===== config.mk =====
export PLATFORM = sky130hd
export DESIGN_NAME = gpu_mem_arbiter
export DESIGN_NICKNAME = d
export VERILOG_FILES = /design/src/rtl/gpu_mem_arbiter_pkg.sv /design/src/rtl/gpu_mem_arbiter_rr_pick.sv /design/src/rtl/gpu_mem_arbiter.sv
export SDC_FILE = /design/constraint.sdc
export NUM_CORES = 1
export LEC_CHECK = 0
export BUFFER_PORTS_ARGS = -buffer_cell sky130_fd_sc_hd__buf_4
export CORE_UTILIZATION = 45
export CTS_CLUSTER_DIAMETER = 100
export DETAILED_ROUTE_END_ITERATION = 10
export PLACE_DENSITY_LB_ADDON = 0.3
export SYNTH_ARGS = -nofsm -noshare
export SYNTH_HDL_FRONTEND = slang
export SYNTH_SLANG_ARGS = --single-unit

===== constraint.sdc =====
create_clock -name clock -period 3.8 [get_ports clock]
set_input_delay 0.19 -clock clock [delete_from_list [all_inputs] [get_ports clock]]
set_output_delay 0.19 -clock clock [all_outputs]
set_load 0.01 [all_outputs]

===== src/rtl/gpu_mem_arbiter_pkg.sv =====
// Shared types for the voxel_gpu m1 memory arbiter: client ids, command record, FSM states.
package gpu_mem_arbiter_pkg;

    parameter int MEM_CLIENTS = 4;

    typedef enum logic [1:0] {
        MC_VOXEL,
        MC_PALETTE,
        MC_PIXEL,
        MC_SPARE
    } mem_client_e;

    typedef struct packed {
        logic        write;
        logic [31:0] addr;
        logic [7:0]  wdata;
    } mem_cmd_t;

    typedef enum logic [1:0] {
        ARB_IDLE = 2'd0,
        ARB_CMD  = 2'd1,
        ARB_RESP = 2'd2
    } arb_state_e;

endpackage


===== src/rtl/gpu_mem_arbiter_rr_pick.sv =====
// Combinational round-robin selector: first requesting client after i_ptr, wrapping modulo N.
module gpu_rr_pick
    import gpu_mem_arbiter_pkg::*;
#(
    parameter int N  = MEM_CLIENTS,
    parameter int PW = $clog2(N)
) (
    input  logic [N-1:0]  i_req,
    input  logic [PW-1:0] i_ptr,
    output logic [PW-1:0] o_idx,
    output logic          o_any
);

    // Walk the offsets from farthest to nearest so the nearest requester wins the last overwrite.
    always_comb begin
        o_idx = '0;
        o_any = 1'b0;
        for (int k = N; k >= 1; k--) begin
            if (i_req[(int'(i_ptr) + k) % N]) begin
                o_idx = PW'((int'(i_ptr) + k) % N);
                o_any = 1'b1;
            end
        end
    end

endmodule


===== src/rtl/gpu_mem_arbiter.sv =====
// Round-robin arbiter sharing the byte-wide Avalon-MM master m1 among NUM_REQ clients,
// one transaction in flight, with a watchdog that aborts transfers that never complete.
module gpu_mem_arbiter
    import gpu_mem_arbiter_pkg::*;
#(
    parameter int NUM_REQ = MEM_CLIENTS,
    parameter int ADDR_W  = 32,
    parameter int DATA_W  = 8,
    parameter int TIMEOUT = 255
) (
    input  logic                      clock,
    input  logic                      reset_n,
    input  logic [NUM_REQ-1:0]        req_valid,
    input  logic [NUM_REQ-1:0]        req_write,
    input  logic [NUM_REQ*ADDR_W-1:0] req_addr,
    input  logic [NUM_REQ*DATA_W-1:0] req_wdata,
    output logic [NUM_REQ-1:0]        req_ready,
    output logic [NUM_REQ-1:0]        rsp_valid,
    output logic [DATA_W-1:0]         rsp_data,
    output logic                      rsp_error,
    output logic                      busy,
    output logic [ADDR_W-1:0]         m1_address,
    output logic                      m1_read,
    output logic                      m1_write,
    output logic [DATA_W-1:0]         m1_writedata,
    input  logic                      m1_waitrequest,
    input  logic [DATA_W-1:0]         m1_readdata,
    input  logic                      m1_readdatavalid,
    output logic [1:0]                dbg_state
);

    localparam int PW = $clog2(NUM_REQ);
    localparam int TW = (TIMEOUT > 1) ? $clog2(TIMEOUT + 1) : 1;
    localparam logic [TW-1:0] TLAST = TW'((TIMEOUT > 0) ? TIMEOUT - 1 : 0);

    localparam logic [1:0] S_IDLE = ARB_IDLE;
    localparam logic [1:0] S_CMD  = ARB_CMD;
    localparam logic [1:0] S_RESP = ARB_RESP;

    logic [1:0]         r_state;
    logic [PW-1:0]      r_ptr;
    logic               r_write;
    logic [ADDR_W-1:0]  r_addr;
    logic [DATA_W-1:0]  r_wdata;
    logic [TW-1:0]      r_timer;
    logic               r_m1_read;
    logic               r_m1_write;
    logic [NUM_REQ-1:0] r_rsp_valid;
    logic [DATA_W-1:0]  r_rsp_data;
    logic               r_rsp_error;

    logic [PW-1:0]      w_pick;
    logic               w_any;
    logic               w_finish;
    logic               w_to_resp;
    logic               w_abort;
    logic               w_expire;
    logic [DATA_W-1:0]  w_fin_data;

    gpu_rr_pick #(.N(NUM_REQ), .PW(PW)) u_pick (
        .i_req (req_valid),
        .i_ptr (r_ptr),
        .o_idx (w_pick),
        .o_any (w_any)
    );

    // r_ptr doubles as the index of the client owning the transaction in flight.
    assign w_expire = (TIMEOUT != 0) && (r_timer == TLAST);

    always_comb begin
        w_finish   = 1'b0;
        w_to_resp  = 1'b0;
        w_fin_data = '0;
        case (r_state)
            S_CMD: begin
                if (!m1_waitrequest) begin
                    if (r_write) begin
                        w_finish = 1'b1;
                    end else if (m1_readdatavalid) begin
                        w_finish   = 1'b1;
                        w_fin_data = m1_readdata;
                    end else begin
                        w_to_resp = 1'b1;
                    end
                end
            end
            S_RESP: begin
                if (m1_readdatavalid) begin
                    w_finish   = 1'b1;
                    w_fin_data = m1_readdata;
                end
            end
            default: ;
        endcase
        w_abort = (r_state != S_IDLE) && !w_finish && w_expire;
    end

    always_comb begin
        req_ready = '0;
        if (reset_n && (r_state == S_IDLE) && w_any) begin
            req_ready[w_pick] = 1'b1;
        end
    end

    always_ff @(posedge clock or negedge reset_n) begin
        if (!reset_n) begin
            r_state     <= S_IDLE;
            r_ptr       <= PW'(NUM_REQ - 1);
            r_write     <= 1'b0;
            r_addr      <= '0;
            r_wdata     <= '0;
            r_timer     <= '0;
            r_m1_read   <= 1'b0;
            r_m1_write  <= 1'b0;
            r_rsp_valid <= '0;
            r_rsp_data  <= '0;
            r_rsp_error <= 1'b0;
        end else begin
            r_rsp_valid <= '0;
            r_rsp_data  <= '0;
            r_rsp_error <= 1'b0;
            if (r_state == S_IDLE) begin
                if (w_any) begin
                    r_ptr      <= w_pick;
                    r_write    <= req_write[w_pick];
                    r_addr     <= req_addr[w_pick*ADDR_W +: ADDR_W];
                    r_wdata    <= req_wdata[w_pick*DATA_W +: DATA_W];
                    r_timer    <= '0;
                    r_m1_read  <= !req_write[w_pick];
                    r_m1_write <= req_write[w_pick];
                    r_state    <= S_CMD;
                end
            end else if (w_finish || w_abort) begin
                // A real completion beats a watchdog expiry landing on the same cycle.
                r_state     <= S_IDLE;
                r_m1_read   <= 1'b0;
                r_m1_write  <= 1'b0;
                r_rsp_valid <= NUM_REQ'(1) << r_ptr;
                r_rsp_data  <= w_fin_data;
                r_rsp_error <= w_abort;
            end else begin
                r_timer <= r_timer + 1'b1;
                if (w_to_resp) begin
                    r_m1_read <= 1'b0;
                    r_state   <= S_RESP;
                end
            end
        end
    end

    assign rsp_valid    = r_rsp_valid;
    assign rsp_data     = r_rsp_data;
    assign rsp_error    = r_rsp_error;
    assign busy         = (r_state != S_IDLE);
    assign m1_address   = r_addr;
    assign m1_read      = r_m1_read;
    assign m1_write     = r_m1_write;
    assign m1_writedata = r_wdata;
    assign dbg_state    = r_state;

endmodule

# Word-level counts from Yosys, hierarchy flattened
# Cells that the tools add are included.
word_totals:
  reg_bits: 68
  inputBits: 180
  output_inout_bits: 62
  wordCells: 111
classes:
  n_addsub: 5
  n_lt_le_gt_ge: 6
  n_eq_ne: 5
  shifts: 3
  n_mux: 57
  n_bitwise: 4
  n_reduce_logical: 20
op_table:
  columns: ["cell", "n"]
  rows:
  - ["indexed part select 128 x 8 -> 32 bit", 1]
  - ["2-to-1 mux 8 bit", 8]
  - ["indexed part select 32 x 6 -> 8 bit", 1]
  - ["2-to-1 mux 1 bit", 30]
  - ["less-than comparator 3 x 4 -> 1 bit (second input constant)", 4]
  - ["2-to-1 mux 2 bit", 8]
  - ["case mux 8 bit (2 select lines)", 1]
  - ["2-to-1 mux 4 bit", 3]
  - ["binary-select mux 1 bit (select 2 bit)", 5]
  - ["adder 8 x 1 -> 8 bit (second input constant)", 1]
  - ["equality test 8 bit (second input constant)", 1]
  - ["AND reduction 2 bit", 4]
  - ["OR reduction 2 bit", 4]
  - ["logical AND 1 bit", 5]
  - ["adder 2 x 1 -> 2 bit (second input constant)", 2]
  - ["adder 2 bit (second input constant)", 2]
  - ["AND 1 bit (first input constant)", 4]
  - ["inequality test 2 bit (second input constant)", 2]
  - ["nonzero test 2 bit", 2]
  - ["left shift 1 x 2 -> 4 bit (first input constant)", 1]
  - ["less-than comparator 2 x 3 -> 1 bit (second input constant)", 1]
  - ["nonzero test 3 bit", 1]
  - ["demux 1 bit (select 2 bit)", 1]
  - ["equality test 2 x 1 -> 1 bit (second input constant)", 1]
  - ["6 further kinds", 7]

# Longest topological paths before layout
# Gate-level depths: netlist (run 1).
depth:
  depth_word: 15
  depth_mapped: 12

# Hierarchy
# A second synthesis (run 1) with hierarchy kept.
hier_totals:
  hier_cells: 286
  hier_area_um2: 4107.7
modules_own_cells:
  columns: ["mod", "n_inst", "cells_each", "area_per_inst_um2"]
  rows:
  - ["gpu_mem_arbiter", 1, 272, 4016.4]
  - ["gpu_rr_pick", 1, 14, 91.3]

# Least setup slack after synthesis (run 1)
# Ideal clock, no wire load.
synth_timing:
  path_kind: "reg2reg"
  startpoint: "register r_ptr[0]"
  endpoint: "register r_addr[12] (netlist: m1_address[12])"
  arrival_ps: 2749
  path_slack_ps: 957
  stages_incl_launch_ff: 13
  path_buffers: 4
  synth_period_minus_slack_ps: 2843
  path_cell_list: "dfstp_2 > buf_2 > inv_1 > ha_1 > buf_2 > a21oi_1 > a221o_1 > a211o_2 > and3_1 > buf_6 > buf_6 > mux2i_1 > a211oi_1"
synth_via:
  elab_chain_cells: 9
synth_rtl:
  columns: ["item", "line", "text"]
  rows:
  - ["start: declaration", "gpu_mem_arbiter.sv:41", "logic [PW-1:0] r_ptr;"]
  - ["start signal: assignment", "gpu_mem_arbiter.sv:108", "r_ptr <= PW'(NUM_REQ - 1);"]
  - ["start signal: assignment", "gpu_mem_arbiter.sv:124", "r_ptr <= w_pick;"]
  - ["adder 2 x 1 -> 2 bit", "gpu_mem_arbiter_rr_pick.sv:19, gpu_mem_arbiter_rr_pick.sv:20", null]
  - ["binary-select mux 1 bit (select 2 bit)", "gpu_mem_arbiter_rr_pick.sv:19", "if (i_req[(int'(i_ptr) + k) % N]) begin"]
  - ["2-to-1 mux 1 bit (implied by the code) (2 in a row)", "gpu_mem_arbiter_rr_pick.sv:19", null]
  - ["2-to-1 mux 2 bit or 2-to-1 mux 1 bit (tied branches) (4 in a row)", "gpu_mem_arbiter_rr_pick.sv:19", null]
  - ["indexed part select 128 x 8 -> 32 bit or AND reduction 2 bit (tied branches)", null, null]
  - ["end signal: assignment", "gpu_mem_arbiter.sv:126", "r_addr <= req_addr[w_pick*ADDR_W +: ADDR_W];"]
  - ["end: declaration", "gpu_mem_arbiter.sv:43", "logic [ADDR_W-1:0] r_addr;"]
# Several ways; a longest one is shown, not always the timed one. The select of a mux whose other input is x is not followed.
# A chain may end at the register's enable or synchronous reset.

# Worst setup path after layout (run 1)
layout_timing:
  startpoint: "register r_ptr[1]"
  endpoint: "output port req_ready[0]"
layout_via:
  elab_chain_cells: 13
layout_rtl:
  columns: ["item", "line", "text"]
  rows:
  - ["adder 2 x 1 -> 2 bit", "gpu_mem_arbiter_rr_pick.sv:19, gpu_mem_arbiter_rr_pick.sv:20", null]
  - ["binary-select mux 1 bit (select 2 bit)", "gpu_mem_arbiter_rr_pick.sv:19", null]
  - ["2-to-1 mux 1 bit (implied by the code) (2 in a row)", "gpu_mem_arbiter_rr_pick.sv:19", null]
  - ["2-to-1 mux 2 bit (4 in a row)", "gpu_mem_arbiter_rr_pick.sv:19", null]
  - ["less-than comparator 2 x 3 -> 1 bit (implied by the code) or greater-or-equal comparator 2 x 1 -> 1 bit (tied branches)", "gpu_mem_arbiter.sv:101", "req_ready[w_pick] = 1'b1;"]
  - ["logical AND 1 bit (implied by the code)", "gpu_mem_arbiter.sv:101", null]
  - ["2-to-1 mux 1 bit (implied by the code)", "gpu_mem_arbiter.sv:101", null]
  - ["demux 1 bit (select 2 bit)", "gpu_mem_arbiter.sv:101", null]
  - ["2-to-1 mux 4 bit *", "gpu_mem_arbiter.sv:100", "if (reset_n && (r_state == S_IDLE) && w_any) begin"]
  - ["end: declaration", "gpu_mem_arbiter.sv:17", "output logic [NUM_REQ-1:0] req_ready,"]
# Every way passes the cells marked *; elsewhere a longest branch is shown, timed or not. The select of a mux whose other input is x is not followed.

==> results of run 1 <==
==> how the worst max path moves through the flow <==
stage	start	slack, ns	endpoint	cells after the start
2_1_floorplan	r_ptr[0]	0.96	m1_address[12]	12
3_3_place_gp	r_ptr[0]	0.67	m1_address[10]	9
3_5_place_dp	r_ptr[0]	0.47	m1_address[6]	9
4_1_cts	r_ptr[0]	0.13	req_ready[0]	9
5_1_grt	r_ptr[1]	0.05	req_ready[0]	9
6_report	r_ptr[1]	0.17	req_ready[0]	9
==> timing repair <==
item	in CTS	in global routing
hold endpoints to repair	21	0
setup buffers	0	1
hold buffers	1	0
resized for setup	0	1
endpoints found under the setup margin	0	1
==> final cells by class <==
cell class	count	area share (%)
clock inverter	4	1.13
timing repair buffer	253	29.9
multi-input combinational	336	37.1
tap	129	2.52
clock buffer	12	2.27
sequential	68	26.6
inverter	8	0.469
==> flip-flops by register name, indices dropped and copies added, names as in the netlist <==
| name | cells |
|---|---|
| m1_write | 1 |
| rsp_data | 8 |
| m1_read | 1 |
| r_write | 1 |
| r_timer | 8 |
| dbg_state | 2 |
| rsp_error | 1 |
| m1_writedata | 8 |
| r_ptr | 2 |
| rsp_valid | 4 |
| m1_address | 32 |
==> power groups by stage <==
stage / clock (mW) / sequential [mW] / combinational [mW]
after floorplan: 0 / 1.32 / 2.15
after global placement: 0 / 1.25 / 3.17
after detailed placement: 0 / 1.26 / 3.28
after CTS: 0.672 / 1.25 / 3.28
after global routing: 0.704 / 1.28 / 3.62
final: 0.668 / 1.24 / 3.32
==> metal layers <==
layer	vias up	GRT usage, %
met5	-	0
met4	0	11.0
met3	45	6.89
met2	205	52.4
met1	2204	32.9
li1	2133	-
==> cell families after synthesis <==
| kind of cell | after synthesis |
|---|---|
| compound gates | 124 |
| xor+xnor | 3 |
| fa+ha+maj | 9 |
| buf+inv | 44 |
| flops | 68 |
| mux | 44 |
| simple gates | 156 |
==> through the flow <==
step | hold WS [ns] | total power, mW
6_report | 0.0501 | 5.23
5_1_grt | 0.0485 | 5.60
4_1_cts | 0.0502 | 5.21
2_1_floorplan | -0.106 | 3.48
3_3_place_gp | 0.130 | 4.43
3_5_place_dp | 0.126 | 4.54
==> cell usage in the layout (no fill, tap or decap), drive strengths merged, types with 2 or more instances in the layout <==
cell / synthesis / layout
buf: 16 / 252
dfrtp: 66 / 66
nor2: 55 / 55
and2: 54 / 54
mux2i: 44 / 44
a221oi: 41 / 41
a211oi: 40 / 40
nand3: 14 / 14
clkbuf: 20 / 12
o21ai: 11 / 11
nand2: 10 / 10
ha: 9 / 9
inv: 8 / 8
a21oi: 6 / 6
and3: 6 / 6
nand2b: 4 / 4
a31oi: 4 / 4
a21o: 3 / 3
nor2b: 3 / 3
or2: 3 / 3
a221o: 2 / 2
a311oi: 2 / 2
nor3: 2 / 2
a41oi: 2 / 2
xnor2: 2 / 2
a22o: 2 / 2
bufinv: 0 / 2
dfstp: 2 / 2
==> results summary, run 1 <==
The flow ran to the end, and the final reports show no timing, DRC or antenna violations. The proportion of synthesized chip area in sequential cells came out at 39.8%. The utilization after layout is 69.3%. Among the stages of the critical path, the cell type that occurs most often is buf_4. The H-tree depth reported by CTS came out at 3. The global-route wire length before repair is 22600 um. For this configuration, the core starts out at a cell density of 46.4%. The number of iterations in the first detailed-routing pass came out at 7. For the final routed database, the setup TNS stands at 0 ns. The reg-to-reg startpoint is r_ptr[1].

The hold path startpoint is m1_readdata[3]. The layout cell share with drive strength beyond 1 came out at 41.4%. The worst slew margin relative to its limit is 43.7%. Among all cell types in the netlist, the one instantiated most often is dfrtp_1. The setup clock skew after layout is 0.0106 ns.

After floorplanning, the core was divided into 35 placement rows. STA puts the critical path data required time at 3.61 ns. The largest fanout on the critical path is 30. The via count of the first global-routing pass came out at 4695. Across all register-to-register paths, the minimum setup slack is 0.45 ns. The number of clock sinks is 68.

The worst register-to-register path ends at m1_address[20]. The final weighted congestion in routability-driven placement came out at 0.805. In this run, synthesis produced a sequential element count of 68. The finished layout holds 810 standard cells, fillers aside.

The number of distinct library cells after synthesis came out at 50. By area, the combinational part of the netlist is dominated by compound AO/OA/AOI/OAI gates. The core area is 0.00924 mm^2.

The number of top-level pins came out at 242. For this run, design rule violations remaining after detail routing come to 0. The number of warnings issued by yosys came out at 0.

STA puts the critical path data arrival time at 3.44 ns. The post-route met1 wirelength is 5390 um. Traced cell by cell, the critical path runs through inv_1 > ha_2 > a21oi_1 > a221o_1 > a211o_2 > and3_2 > buf_4 > nor2_1 > buf_4. After routing the design area is 0.00640 mm^2.

Entering global routing, the biggest net connects 46 pins. Counting instances, the worst hold path has a depth of 2. The critical setup path kind is reg -> out.

The area growth from synthesis to final layout came out at 49.5%. Setup repair after global routing left no endpoint under its margin. The share of Yosys cell area claimed by the top area cell type is 38.5%. The worst voltage drop across the vdd grid came out at 0.592 mV. The number of placed instances with taps included is 792. The number of cells on the worst reg-to-reg path came out at 9. The net switching power figure came out at 2.38 mW. The total met2 wirelength after detailed routing is 7450 um. The deepest clock path buffer count came out at 2. In this run the horizontal extent of the chip is 99.6 um. In this run the tool buffered the top-level ports with 241 buffer cells.

The minimum setup slack after placement came out at 0.471 ns. The setup-violating endpoint count in the final report is 0. The first routing iteration left 134 violations. The nature of the critical path startpoint is a flop. The routed wirelength normalized by instance count came out at 17.7 um. The count of buffering cells on the critical path with inverters included came out at 3. By count the netlist is led by dfrtp_1 (66), nor2_1 (55), and2_1 (52), mux2i_1 (44), a221oi_1 (41).

The y dimension of the die is 99.6 um. The leakage dissipation came out at 3.05 nW. The power density relative to cell area came out at 817 mW/mm^2. The sequential fraction of design power is 23.8%.

The cell class contributing the biggest share of worst-path delay is compound AO/OA/AOI/OAI gates. After legalization and detailed placement, the total HPWL measured 10800 um. The total global-route track usage is 28.9%.

The total CTS buffers came out at 9. The number of fillers in the final layout is 732. The number of inserted diodes came out at 0. After detailed placement, the total cell area comes to 0.00617 mm^2. The clock reaches the later pin of the worst-skew pair after 0.35 ns. The final critical path takes up 95.5% of the cycle. For the pin with the worst max-slew slack, the measured transition is 0.844 ns. The highest layer touched by signal routing is met4. By area the synthesized netlist is led by dfrtp_1 (39%), mux2i_1 (10%), a221oi_1 (8.4%). The number of antenna violations at the first check in global routing is 0.

Internal power comes to 2.86 mW. The post-detailed-route via-to-cell ratio came out at 5.66. The primary flip-flop cell chosen by synthesis mapping is dfrtp_1. The logic gate share of total power is 63.5%. In this design, the stage delay of the slowest critical-path cell is 0.70 ns. The adder-cell area share of the yosys netlist is 2.63%.

The mux cell area share after synthesis is 10.3%. STA classifies the critical path endpoint as a primary output. A synthesized cell averages 9.57 um^2.

TritonCTS built the clock tree. Derived from the worst setup path, the maximum achievable clock frequency is 0.275 GHz. The die covers 0.00992 mm^2. After detailed routing, the met3 layer carries 1060 um of wire. The number of slew-limit violations in the final report is 0. The path class of the tightest hold or removal check is in -> reg.

The least setup slack across all paths after layout is 0.170 ns. The final hold violation count came out at 0. Summing every instance area after synthesis gives 0.00429 mm^2. The routed design could run at a clock period as short as 3.63 ns. The switching portion of total power is 45.4%. Summed over all instances, the cell type with the most area after synthesis is dfrtp_1. CTS placed an instance of clkbuf_8 at the clock tree root.

The synthesized netlist devotes 22.7% of its cell area to compound gates. Summing over every cut layer, the via total after detailed routing is 4587. The sum of routed wire length over all layers came out at 14400 um. The area used by multi-input combinational logic came out at 0.00238 mm^2.

The xor/xnor cell area share of the yosys netlist came out at 0.613%. Summed over all layers, the global routing overflow is 0. The number of nets in the layout is 865. The endpoint of the worst hold path is rsp_data[3]. The slowest stage of the critical path is the dfstp_2 cell. The sequential cells in the finished layout cover a total of 0.00170 mm^2. The reported max-cap violation count is 0.

The count of nets left with antenna violations once routing finished came out at 0. The area fraction in and, or, nand and nor cells after synthesis came out at 18.8%. The register clock-pin slew on the reported worst setup and hold paths came out at 0.08 ns. The share of synthesized flip-flops with an asynchronous set or reset came out at 100%. The post-synthesis net count came out at 637. The clock group share of total power is 12.8%. The number of enable flip-flop cells after synthesis is 0. The number of instances in the synthesized netlist came out at 448.
No activity file was read; power rests on OpenSTA's default activity.
==> run 2, diff against run 1 <==
- CORE_ASPECT_RATIO: default -> 0.9
==> run 2 against run 1 <==
  * Non-clock buffer count is 2 lower
  * Fmax fell by 0.53%
  * Flip-flop and latch count unchanged
  * Cell count down 1.2%
  * Die area hardly changed
  * Combinational power is 2% lower
  * Via count fell by 0.61%
  * Register-to-register slack worse by 0.05 ns
  * Hold slack gained 0.011 ns
  * Setup slack got worse by 0.019 ns
==> results summary, run 2 (synthesis results as in run 1) <==
The total global-route track usage is 28.1% (-0.78 points). In the layout the commonest cells are buf_4 (249), dfrtp_1 (66), nor2_1 (53), and2_1 (52), mux2i_1 (44). The number of inserted diodes came to 0 (unchanged). The ratio of final minimum period to clock period is 96.0% (+0.51 points). The effective utilization at floorplan came out at 46.8% (+0.37 points).

Clock tree synthesis selected as its root buffer the cell clkbuf_8. In this run the worst setup path begins at r_ptr[0]. The layout cell share with drive strength beyond 1 is 41.0% (-0.41 points). The worst voltage drop across the vdd grid came to 0.693 mV (+17%).

The final total power is 5.07 mW (-3.2%). The flow ran to the end, and the final reports show no timing, DRC or antenna violations. The number of cells on the worst reg-to-reg path is 9 (unchanged). Setup repair after global routing left no endpoint under its margin. The number of antenna violations at the first check in global routing is 0 (unchanged).

The number of setup buffers added after CTS was 0 (unchanged). The setup clock skew after layout came to 0.00784 ns (-0.00274 ns). The total CTS buffers is 9 (unchanged).

For hold timing, the worst endpoint is rsp_data[1]. The sum of routed wire length over all layers is 14100 um (-1.8%). The largest fanout on the critical path is 37 (+23%). The maximum operating frequency came out at 0.274 GHz (-0.53%). The setup-violating endpoint count in the final report was 0 (unchanged). The area used by multi-input combinational logic came out at 0.00237 mm^2 (-0.11%). STA classifies the critical path endpoint as a primary output. The final hold violation count is 0 (unchanged). The post-route minimum period is 3.65 ns (+0.0195 ns). The y dimension of the die came to 94.6 um (-5.0%). The utilization after layout came out at 69.1% (-0.26 points). The number of input and output port buffers inserted was 241 (unchanged).

The least setup slack across all paths after layout is 0.150 ns (-0.0195 ns). The global-route wire length before repair came out at 22000 um (-2.4%). The path class of the lowest-slack min-delay path is in -> reg. The clock insertion delay at the later pin of the skew report came out at 0.34 ns (about the same).

The reg-to-reg startpoint is r_ptr[0]. The TritonCTS clock tree is yes. The worst slew margin relative to its limit was 39.6% (-4.1 points). Relative to the synthesized area, the layout overhead comes to 47.7%. The via count of the first global-routing pass came out at 4542 (-3.3%). The actual transition at the worst max-transition pin is 0.902 ns (+0.0574 ns). The post-detailed-route via-to-cell ratio is 5.70 (+0.63%). The flip-flop count of the largest register, all copies and words added is 32 (unchanged). The reg-to-reg setup timing slack came to 0.40 ns (-0.05 ns). The number of placed instances with taps included is 784 (-1.0%). The library cell used most frequently in the layout, excluding fill and tap cells, is buf_4. The number of fillers in the final layout came out at 727 (-0.68%). The total congestion overflow is 0 (unchanged). The core area came out at 0.00917 mm^2 (-0.80%). The routed wirelength normalized by instance count came to 17.7 um (-0.55%). The power density relative to cell area was 801 mW/mm^2 (-2.0%). The accumulated negative setup slack came out at 0 ns (unchanged). The reported max-cap violation count came out at 0 (unchanged).

The final weighted congestion in routability-driven placement is 0.898 (+11%). The number of top-level pins is 242 (unchanged). The number of non-filler instances in the completed layout is 800 (-1.2%). The critical path in this run is classified as reg -> out. The hold path startpoint is m1_readdata[1].

The endpoint identified for the worst register-to-register timing path is m1_address[25]. The detailed-route via count is 4559 (-0.61%). The estimated wirelength of the detail-placed design is 10700 um (-1.8%).

The worst path arrival time was 3.46 ns (+0.02 ns). The number of clock sinks is 68 (unchanged). The data required time of the critical path is 3.61 ns (about the same). The die span in x was 105 um (+5.3%).

The leakage dissipation was 3.03 nW (-0.79%). The register clock-pin slew on the reported worst setup and hold paths is 0.07 ns (about the same). The nature of the critical path startpoint is a flop. The H-tree depth reported by CTS came out at 3 (unchanged). The number of slew-limit violations in the final report came out at 0 (unchanged). The iteration-0 DRC count of the detailed router came out at 242 (+81%). The pin count of the biggest net entering global routing came out at 47 (+2.2%). The deepest clock path buffer count is 2 (unchanged). The number of iterations in the first detailed-routing pass is 4 (-3).

The die footprint came out at 0.00992 mm^2 (about the same). The standard-cell row count came out at 33 (-5.7%). The number of routed nets with antenna violations came to 0 (unchanged).

The hold path depth was 2 (unchanged). The number of nets in the layout is 863 (-0.23%). The area used by sequential logic in the layout came out at 0.00170 mm^2 (unchanged). The minimum setup slack after placement came to 0.478 ns (+0.00705 ns).

The post-detailed-route DRC marker count came out at 0 (unchanged).
## run 2: worst max-delay path by stage
stage                      end  slack (ns)  cells past startpoint
2_1_floorplan   m1_address[12]        0.96                     12
3_3_place_gp   m1_writedata[0]        0.56                      9
3_5_place_dp   m1_writedata[7]        0.48                      9
5_1_grt           req_ready[2]        0.02                      9
4_1_cts           req_ready[2]        0.20                      9
6_report          req_ready[2]        0.15                      9
## run 2: routing by layer
layer	up-vias	GRT usage [%]	routed length, um
met2	199	50.5	7330
met4	0	10.4	320
li1	2122	-	-
met5	-	0	0
met1	2212	32.9	5500
met3	26	6.83	976
## run 2: area by class of cell
type	instances	share of cell area, %
Clock inverter	2	0.158
Inverter	8	0.474
Sequential cell	68	26.9
Tap cell	122	2.41
Multi-Input combinational cell	336	37.5
Timing Repair Buffer	251	30.0
Clock buffer	13	2.51
## run 2: repair_timing
item / CTS / global route
gates resized for setup: 0 / 0
hold buffers: 1 / 0
endpoints found under the hold margin: 20 / 0
## run 2: critical path: stages, from the launching register on
cell	delay, ns
dfstp_2	0.68
inv_1	0.15
ha_1	0.46
a21oi_1	0.07
a221o_1	0.36
a211o_2	0.47
nand3_2	0.21
buf_4	0.41
nor2_1	0.11
buf_4	0.16
## run 2: metrics by stage
stage                     cell area, um^2  hold slack (ns)
after global routing                 6330           0.0556
after CTS                            6330           0.0499
after detailed placement             6150            0.119
after floorplan                      4290           -0.106
after global placement               6150            0.114
final                                6330           0.0610
## run 2: where the power goes
group | internal [mW] | total (mW) | switching, mW
Sequential | 1.04 | 1.26 | 0.224
Combinational | 1.42 | 3.27 | 1.85
Clock | 0.268 | 0.535 | 0.267
==> run 3, diff against run 2 <==
- ABC_AREA: default -> 1
- CORE_UTILIZATION: 45 -> 47
==> run 3 against run 2 <==
  * Clock power is 68% higher
  * Combinational power rose by 49%
  * Core utilization up 0.85 points
  * Non-clock buffer count is 3 lower
  * Total power is 38% higher
  * The run now ends with hold timing left
  * Hold slack worse by 0.090 ns
  * Die area rose by 8.4%
  * Critical path depth increased by 3
  * Via count increased by 21%
  * Critical endpoint is now req_ready[3]
  * Largest cell class unchanged
==> results summary, run 3 <==
TritonCTS built the clock tree. The number of storage elements in the synthesis netlist is 68 (unchanged). Counting instances in the post-synthesis netlist gives the leading cell types as nand2_1 (419), nand3_1 (91), dfrtp_1 (66), nand2_2 (41), inv_1 (31). The pin count of the biggest net entering global routing is 83 (+77%). In this run the clock root is driven by a clkbuf_16.

The setup-violating endpoint count in the final report was 0 (unchanged). The total congestion overflow is 0 (unchanged). By startpoint and endpoint, the worst setup path is classified as reg -> out. The accumulated negative setup slack is 0 ns (unchanged).

The number of clock sinks came out at 68 (unchanged). The reported max-cap violation count came to 0 (unchanged). The number of instances in the synthesized netlist is 765 (+71%). The total CTS buffers is 9 (unchanged).

The deepest clock path buffer count came to 2 (unchanged). The iteration-0 DRC count of the detailed router is 284 (+17%). The number of fillers in the final layout came out at 895 (+23%).

The maximum operating frequency is 0.341 GHz (+24%). The actual transition at the worst max-transition pin is 0.887 ns (-0.0147 ns). The switching portion of total power came out at 53.0% (+6.9 points). The share of synthesized flip-flops with an asynchronous set or reset came out at 100% (unchanged). The startpoint identified for the worst register-to-register timing path is r_ptr[0]. The clock group share of total power is 12.9% (+2.3 points). The worst voltage drop across the vdd grid was 0.730 mV (+5.3%).

The leakage dissipation came to 4.12 nW (+36%). The setup clock skew after layout is 0.00807 ns (+0.000236 ns). The number of iterations in the first detailed-routing pass came out at 4 (unchanged).

The number of antenna violations at the first check in global routing came out at 0 (unchanged). The routed wirelength normalized by instance count came out at 13.8 um (-22%). The detailed-route via count is 5502 (+21%). In the post-synthesis netlist, the biggest area contributors are dfrtp_1 (34%), nand2_1 (32%), nand3_1 (9.4%). The number of warnings issued by yosys is 0 (unchanged). The number of top-level pins was 242 (unchanged).

The area used by multi-input combinational logic is 0.00271 mm^2 (+14%). The layout cell share with drive strength beyond 1 came out at 32.4% (-8.6 points). The sum of routed wire length over all layers is 15300 um (+8.3%). The y dimension of the die is 98.5 um (+4.1%). The number of enable flip-flop cells after synthesis came out at 0 (unchanged).

The worst hold margin came out at -0.0294 ns (-0.0904 ns). The endpoint identified for the worst register-to-register timing path is m1_address[20]. The ratio of final minimum period to clock period is 77.2% (-19 points).

The clock insertion delay at the later pin of the skew report came out at 0.33 ns (about the same). The number of routed nets with antenna violations is 0 (unchanged). The data required time of the critical path came out at 3.61 ns (about the same). The number of cells on the worst reg-to-reg path came out at 14 (+5). The total global-route track usage came out at 29.0% (+0.87 points). The primary flip-flop cell chosen by synthesis mapping is dfrtp_1. The die span in x came to 109 um (+4.1%). The final reports fail on hold timing. The register clock-pin slew on the reported worst setup and hold paths was 0.06 ns (about the same). The core area was 0.00987 mm^2 (+7.7%).

Setup repair after global routing left no endpoint under its margin. The number of slew-limit violations in the final report came out at 0 (unchanged). The die footprint is 0.0107 mm^2 (+8.4%). The final hold violation count is 10 (+10). The final total power is 6.97 mW (+38%). The cell internal power dissipation came out at 3.27 mW (+20%). The post-synthesis net count came out at 954 (+50%). The via count of the first global-routing pass came out at 4924 (+8.4%). The estimated wirelength of the detail-placed design is 10600 um (-0.45%). The worst slew margin relative to its limit is 40.8% (+1.2 points). STA classifies the critical path startpoint as a flop. The number of setup buffers added after CTS is 0 (unchanged). The post-route minimum period is 2.93 ns (-0.716 ns).

The number of input and output port buffers inserted is 241 (unchanged). The flip-flop count of the largest register, all copies and words added is 32 (unchanged). The number of buffers inserted by hold repair at cts came to 0 (-1). The critical path capture point type is a primary output. The most common cell in the synthesized netlist is nand2_1. The final weighted congestion in routability-driven placement is 0.872 (-2.9%).

The summed instance area of the synthesized netlist is 0.00486 mm^2 (+13%). The area growth from synthesis to final layout is 42.0%. The net switching power figure came out at 3.70 mW (+58%).

The H-tree depth reported by CTS is 3 (unchanged). Summed over all instances, the cell type with the most area after synthesis is dfrtp_1. The number of inserted diodes came out at 0 (unchanged).

Leaving out fill and tap cells, the most frequent cell in the layout is nand2_1. The area used by sequential logic in the layout is 0.00170 mm^2 (unchanged). The power density relative to cell area is 1010 mW/mm^2 (+26%). The effective utilization at floorplan came out at 49.2% (+2.5 points).

The post-CTS resize count is 0 (unchanged). The post-detailed-route DRC marker count was 0 (unchanged). The global-route wire length before repair came out at 24200 um (+10%). The standard-cell row count came out at 34 (+3.0%).

The largest fanout on the critical path came to 42 (+14%). The mean cell area of the mapped netlist is 6.35 um^2 (-34%). The number of distinct library cells after synthesis is 30 (-40%). The number of nets in the layout came out at 1166 (+35%). The post-detailed-route via-to-cell ratio is 4.97 (-13%). The proportion of synthesized chip area in sequential cells came out at 35.1% (-4.7 points). The reg-to-reg setup timing slack is 0.96 ns (+0.56 ns). The run finished, with violations left. The share of Yosys cell area claimed by the top area cell type came to 34.0% (-4.5 points).

Leaving out fill and tap cells, the most frequent cells in the layout are nand2_1 (419), buf_4 (247), nand3_1 (91), dfrtp_1 (66), nand2_2 (40). The worst path arrival time came out at 2.74 ns (-0.72 ns). The sequential fraction of design power is 17.3% (-7.6 points). The utilization after layout is 69.9% (+0.85 points). The logic gate share of total power came out at 69.8% (+5.2 points). The path class of the lowest-slack min-delay path is in -> async.
[run 3: power groups by stage]
stage,logic [mW],clock network (mW),registers (mW)
2_1_floorplan,3.77,0,1.28
3_3_place_gp,4.80,0,1.21
3_5_place_dp,4.85,0,1.21
4_1_cts,4.88,0.905,1.21
5_1_grt,5.53,0.943,1.25
6_report,4.87,0.899,1.21
[run 3: worst max path at each step]
stage / from / endpoint / slack (ns) / cells after the start
detailed placement: r_ptr[0] / m1_address[20] / 0.98 / 15
global placement: r_ptr[0] / m1_address[2] / 1.05 / 15
global route: r_ptr[0] / m1_address[20] / 0.63 / 15
floorplan: r_ptr[0] / req_ready[1] / 1.50 / 14
finish: r_ptr[0] / req_ready[3] / 0.87 / 12
CTS: r_ptr[0] / req_ready[3] / 0.87 / 12
[run 3: final cells by class]
cell class | count | area share (%)
Clock buffer | 10 | 3.32
Clock inverter | 6 | 1.29
Inverter | 35 | 1.94
Multi-Input combinational cell | 615 | 39.3
Sequential cell | 68 | 24.7
Tap cell | 126 | 2.29
Timing Repair Buffer | 248 | 27.2
[run 3: metal layers]
layer | global-route usage [%] | vias up | part of all wire [%]
met5 | 0 | - | 0
met1 | 36.7 | 2470 | 41
met4 | 8.00 | 0 | 1.5
met3 | 7.41 | 21 | 8.7
li1 | - | 2787 | -
met2 | 48.8 | 224 | 49
[run 3: cell families (layout without fill, tap and decap cells)]
kind of cell               count (synthesis)  after routing  synth area share [%]
AOI/OAI and AO/OA                         19             19                  2.37
and+or+nand+nor                          584            584                  50.2
xor gates and xnor gates                   3              3                 0.541
buffers and inverters                     82            299                  9.53
DFF                                       68             68                  35.1
adders and majority gates                  9              9                  2.32
[run 3: worst max-delay path, cell delays in order (launching register included)]
cell and delay [ns]:
dfstp_2 0.66, inv_4 0.09, ha_1 0.33, inv_1 0.09, nand2_1 0.07, nand2_1 0.09, nand2_2 0.08, nand2_1 0.07
nand2_2 0.07, nand2_4 0.44, inv_2 0.07, nor3_1 0.21, buf_4 0.16
[run 3: per-stage QoR]
stage | instances | setup slack (ns) | instance area [um^2] | hold WS (ns)
after floorplan | 765 | 1.50 | 4860 | -0.106
after global placement | 1092 | 1.05 | 6580 | 0.370
after detailed placement | 1092 | 0.976 | 6580 | 0.370
after CTS | 1108 | 0.866 | 6900 | 0.0183
after global routing | 1108 | 0.629 | 6900 | 0.0559
final | 1108 | 0.866 | 6900 | -0.0294
